File: config.mk
export PLATFORM = sky130hd
export DESIGN_NAME = hazard_ctrl
export DESIGN_NICKNAME = d
export VERILOG_FILES = /design/src/rtl/hazard_ctrl.sv
export SDC_FILE = /design/constraint.sdc
export NUM_CORES = 1
export LEC_CHECK = 0
export CAP_MARGIN = 20
export CORE_AREA = 5 5 87 89
export CTS_CLUSTER_DIAMETER = 60
export DETAILED_ROUTE_END_ITERATION = 10
export DIE_AREA = 0 0 92 94
export PLACE_DENSITY_LB_ADDON = 0.1
export SLEW_MARGIN = 5
export SYNTH_ARGS = -nofsm -noshare
export SYNTH_HDL_FRONTEND = slang
export SYNTH_SLANG_ARGS = --single-unit
File: constraint.sdc
create_clock -name clk -period 4 [get_ports clk]
set_input_delay 0.8 -clock clk [delete_from_list [all_inputs] [get_ports clk]]
set_output_delay 0.8 -clock clk [all_outputs]
set_load 0.05 [all_outputs]
File: src/rtl/hazard_ctrl.sv
// Hazard and trap sequencer for the 5-stage core: stall/flush/redirect steering,
// a trap drain FSM that waits for the CSR acknowledge, and saturating perf counters.
module hazard_ctrl #(
  parameter int CNT_W             = 32,
  parameter int TRAP_FLUSH_CYCLES = 2
) (
  input  logic             clk,
  input  logic             rst,
  input  logic             load_dependence,
  input  logic             ex_branch_taken,
  input  logic             ex_trap,
  input  logic             mem_busy,
  input  logic             trap_ack,
  output logic             pc_stall,
  output logic             if_stall,
  output logic             ex_stall,
  output logic             if_flush,
  output logic             id_flush,
  output logic             pc_redirect,
  output logic             pc_redirect_trap,
  output logic             trap_busy,
  output logic [CNT_W-1:0] stall_cnt,
  output logic [CNT_W-1:0] flush_cnt
);

  typedef enum logic [1:0] {
    RUN        = 2'd0,
    TRAP_FLUSH = 2'd1,
    TRAP_WAIT  = 2'd2
  } state_t;

  localparam int FC_W = (TRAP_FLUSH_CYCLES > 1) ? $clog2(TRAP_FLUSH_CYCLES) : 1;
  localparam logic [FC_W-1:0]  FC_INIT = FC_W'(TRAP_FLUSH_CYCLES - 1);
  localparam logic [CNT_W-1:0] CNT_MAX = {CNT_W{1'b1}};

  state_t            state_r;
  state_t            state_nxt_s;
  logic [FC_W-1:0]   fcnt_r;
  logic [FC_W-1:0]   fcnt_nxt_s;
  logic              stall_inc_s;
  logic              flush_inc_s;

  // Next-state and same-cycle control outputs; everything forced low while rst is high
  always_comb begin
    state_nxt_s      = state_r;
    fcnt_nxt_s       = fcnt_r;
    stall_inc_s      = 1'b0;
    flush_inc_s      = 1'b0;
    pc_stall         = 1'b0;
    if_stall         = 1'b0;
    ex_stall         = 1'b0;
    if_flush         = 1'b0;
    id_flush         = 1'b0;
    pc_redirect      = 1'b0;
    pc_redirect_trap = 1'b0;
    trap_busy        = 1'b0;
    if (rst) begin
      state_nxt_s = RUN;
      fcnt_nxt_s  = {FC_W{1'b0}};
    end else begin
      case (state_r)
        RUN: begin
          if (mem_busy) begin
            // EX resolution is frozen with the pipe and re-examined once the LSU frees up
            pc_stall    = 1'b1;
            if_stall    = 1'b1;
            ex_stall    = 1'b1;
            stall_inc_s = 1'b1;
          end else if (ex_trap) begin
            pc_stall    = 1'b1;
            if_flush    = 1'b1;
            id_flush    = 1'b1;
            flush_inc_s = 1'b1;
            state_nxt_s = TRAP_FLUSH;
            fcnt_nxt_s  = FC_INIT;
          end else if (ex_branch_taken) begin
            pc_redirect = 1'b1;
            if_flush    = 1'b1;
            id_flush    = 1'b1;
            flush_inc_s = 1'b1;
          end else if (load_dependence) begin
            pc_stall    = 1'b1;
            if_stall    = 1'b1;
            id_flush    = 1'b1;
            stall_inc_s = 1'b1;
          end else begin
            stall_inc_s = 1'b0;
          end
        end
        TRAP_FLUSH: begin
          pc_stall  = 1'b1;
          if_flush  = 1'b1;
          id_flush  = 1'b1;
          trap_busy = 1'b1;
          if (fcnt_r == {FC_W{1'b0}}) begin
            state_nxt_s = TRAP_WAIT;
          end else begin
            fcnt_nxt_s = fcnt_r - {{(FC_W-1){1'b0}}, 1'b1};
          end
        end
        TRAP_WAIT: begin
          pc_stall  = 1'b1;
          if_flush  = 1'b1;
          id_flush  = 1'b1;
          trap_busy = 1'b1;
          if (trap_ack) begin
            pc_stall         = 1'b0;
            pc_redirect_trap = 1'b1;
            state_nxt_s      = RUN;
          end else begin
            state_nxt_s = TRAP_WAIT;
          end
        end
        default: begin
          state_nxt_s = RUN;
          fcnt_nxt_s  = {FC_W{1'b0}};
        end
      endcase
    end
  end

  // State, drain counter and saturating perf counters
  always_ff @(posedge clk) begin
    if (rst) begin
      state_r   <= RUN;
      fcnt_r    <= {FC_W{1'b0}};
      stall_cnt <= {CNT_W{1'b0}};
      flush_cnt <= {CNT_W{1'b0}};
    end else begin
      state_r <= state_nxt_s;
      fcnt_r  <= fcnt_nxt_s;
      if (stall_inc_s && (stall_cnt != CNT_MAX)) begin
        stall_cnt <= stall_cnt + {{(CNT_W-1){1'b0}}, 1'b1};
      end else begin
        stall_cnt <= stall_cnt;
      end
      if (flush_inc_s && (flush_cnt != CNT_MAX)) begin
        flush_cnt <= flush_cnt + {{(CNT_W-1){1'b0}}, 1'b1};
      end else begin
        flush_cnt <= flush_cnt;
      end
    end
  end

endmodule

==> reports/qor.txt <==
Yosys reg bits: 67
Initial antenna violation count: 0
Post-synth top area share: 38.1%
Compound-Gate Fraction of Synth Area: 22.4%
# port buffers: 78
Cells taking the most area after synthesis: dfxtp_1 38%, a21oi_1 7.3%, or3_1 6.2%
Initial core utilization: 52.6%
Power Density: 322 nW/um^2
WP data arrival: 2.79 ns
Clock buffer count from CTS: 9
Crit start category: input port
RePlAce Congestion: 0.812
I/O pin count: 79
Iteration-0 DRC Markers: 176
Slowest CP cell: clkdlybuf4s50_1
H-Tree Depth: 3
Largest net degree at the start of global routing: 35
VDD IR max: 0.199 mV
CP max stage delay: 0.84 ns
Total routed wirelength: 9280 um
Post-DP Area: 4370 um^2
Filler cells: 573
Worst setup EP type: primary output
Setup CP Type: input port to primary output
Hold Path Class: register to register
Final Cell Area: 4600 um^2
Post CTS Setup Buffer Count: 0
Crit path max fanout: 4
Synth Area in Simple Gates: 31.8%
Final Util: 68.8%
Fmax achieved: 278 MHz
Worst Skew: 0.0126 ns
Synth cell count leaders: 67 x dfxtp_1, 51 x a21oi_1, 35 x or3_1
Area of the core: 6680 um^2
Setup TNS Final: 0 ns
Chip width: 92 um
Cells along the critical path: clkdlybuf4s50_1 -> or3b_4 -> nor3b_1 -> clkdlybuf4s50_1
Fin nets: 521
Initial DRT Pass Iterations: 4
RSZ-0062 raised after global routing: no
Hpwl dp: 6460 um
Number of max-slew violations in the final report: 0
Max cap viols: 0
Final Setup Violations: 0
Area leader, netlist: dfxtp_1
Final min period: 3.59 ns
Xor/xnor share of the synthesized area: 1.49%
Slew @ Worst Pin: 0.853 ns
Clock sinks: 67
Via count: 3707
Sequential area share after synthesis: 38.1%
Number of hold buffers added after CTS: 0
Share of flip-flops with an asynchronous set or reset: 0%
P&R area growth vs syn: 30.7%
Status: completed
Post_cts resized: 0
Grt total ovfl: 0
Post-DR vias/cell: 6.25
Post-synth net total: 440
First-pass GRT wire length: 15400 um
Post-synth cell types: 53
Global Route Usage Sum: 21.8%
Most frequent cell after synthesis: dfxtp_1
Row cnt: 30
Buffer depth of the longest clock path: 2
Final Hold Fails: 0
Most frequent CP cell: clkdlybuf4s50_1
Top FF cell, synth: dfxtp_1
CTS tree: done
Post-synthesis mux area share: 0.961%
Detail Route Antenna Nets: 0
Clk slew on worst S/H paths: 0.08 ns
Adder-cell share of the synthesized area: 2.13%
Vias in the first global route: 3317
Post-DR wirelength/cell: 15.7 um
Share of layout cells above drive strength 1: 7.60%
Syn Std Cell Area: 3520 um^2
YS warnings: 0
Mean Syn Cell Area: 8.24 um^2
Diodes inserted: 0
Post-synth EDFFs: 0
Area of the die: 8650 um^2
Main combinational cell family by area after synthesis: simple AND/OR/NAND/NOR gates
DRC viols: 0
Leak pwr: 1.41 nW
Syn Inst Count: 427
Root buf cell: clkbuf_8
Final period util: 89.8%
Worst EP required: 3.20 ns
Worst skew pair latency: 0.35 ns
Die Y: 94 um
Slew HR: 42.6%
## per-stage QoR
step | hold slack [ns] | std cells | worst slack [ns] | power (mW)
after floorplan | 0.501 | 427 | 0.788 | 0.814
after global placement | 0.474 | 575 | 0.437 | 0.863
after detailed placement | 0.490 | 575 | 0.421 | 0.865
after CTS | 0.501 | 591 | 0.396 | 1.49
after global routing | 0.531 | 593 | 0.322 | 1.54
final | 0.498 | 593 | 0.407 | 1.48
## report_power, final
| part | leakage, nW | internal [mW] | switching, mW |
|---|---|---|---|
| Sequential | 0.540 | 0.674 | 0.00959 |
| Combinational | 0.767 | 0.0572 | 0.110 |
| Clock | 0.106 | 0.352 | 0.277 |
## path summary, 6_finish.rpt
| check | endpoint | from | slack, ns | cells past startpoint |
|---|---|---|---|---|
| worst max-delay path | pc_redirect | mem_busy | 0.41 | 4 |
| worst min-delay path | stall_cnt[31] | stall_cnt[31] | 0.50 | 2 |
| worst max register to register | flush_cnt[30] | state_r[1] | 1.26 | 7 |
| worst min register to register | stall_cnt[31] | stall_cnt[31] | 0.50 | 2 |
## sequential cells by signal, indices dropped and copies added (netlist names)
signal / cells
flush_cnt: 32
stall_cnt: 32
state_r: 2
fcnt_r: 1
## critical path: cells and delay by family
family / cells / cell delay, ns
buffers and inverters: 2 / 1.31
AND/OR/NAND/NOR: 2 / 0.68
## area by class of cell
cell class                      instances  area [um^2]  share of cell area, %
Clock inverter                          6         90.1                   1.96
Timing Repair Buffer                   85          821                   17.9
Sequential cell                        67         1340                   29.2
Multi-Input combinational cell        333         2070                   45.1
Tap cell                               80          100                   2.18
Inverter                               12         45.0                  0.980
Clock buffer                           10          128                   2.78
## cells in the final DEF (no fill, tap or decap), types with 2 or more instances in the layout
master | netlist | routed
and4_1 | 7 | 7
or4_1 | 17 | 17
bufinv_16 | 0 | 2
dfxtp_1 | 67 | 67
o2111ai_1 | 2 | 2
o21ai_0 | 34 | 34
buf_4 | 0 | 6
nand3_1 | 22 | 22
a21oi_1 | 51 | 51
clkinv_4 | 0 | 2
clkdlybuf4s50_1 | 0 | 76
clkbuf_8 | 0 | 9
nor2b_1 | 5 | 5
a31oi_1 | 2 | 2
mux2_2 | 3 | 3
nor4_1 | 4 | 4
ha_1 | 6 | 6
and3_1 | 7 | 7
o311ai_0 | 4 | 4
xor2_1 | 5 | 5
or3_1 | 35 | 35
o41ai_1 | 3 | 3
o31ai_1 | 17 | 17
and2_1 | 6 | 6
inv_1 | 11 | 11
nor3_1 | 8 | 8
or2_2 | 3 | 3
nand2_1 | 23 | 23
o211ai_1 | 2 | 2
buf_2 | 3 | 3
nand4_1 | 21 | 21
nor2_1 | 22 | 22
a211oi_1 | 2 | 2
## kinds of logic (layout without fill, tap and decap cells)
kind of cell,after synthesis,count (layout)
simple gates,190,190
compound gates,128,128
flops,67,67
buf+inv,27,113
fa+ha+maj,6,6
xor+xnor,6,6
mux,3,3
## layer usage
layer  share of wire (%)  GRT usage [%]  up-vias
li1                    -              -     1812
met1                  46           27.7     1769
met2                  47           35.5      111
met3                 4.9           6.01       15
met4                 1.7           7.67        0
met5                   0              0        -
Note: power is estimated with default switching activity, not from simulation.
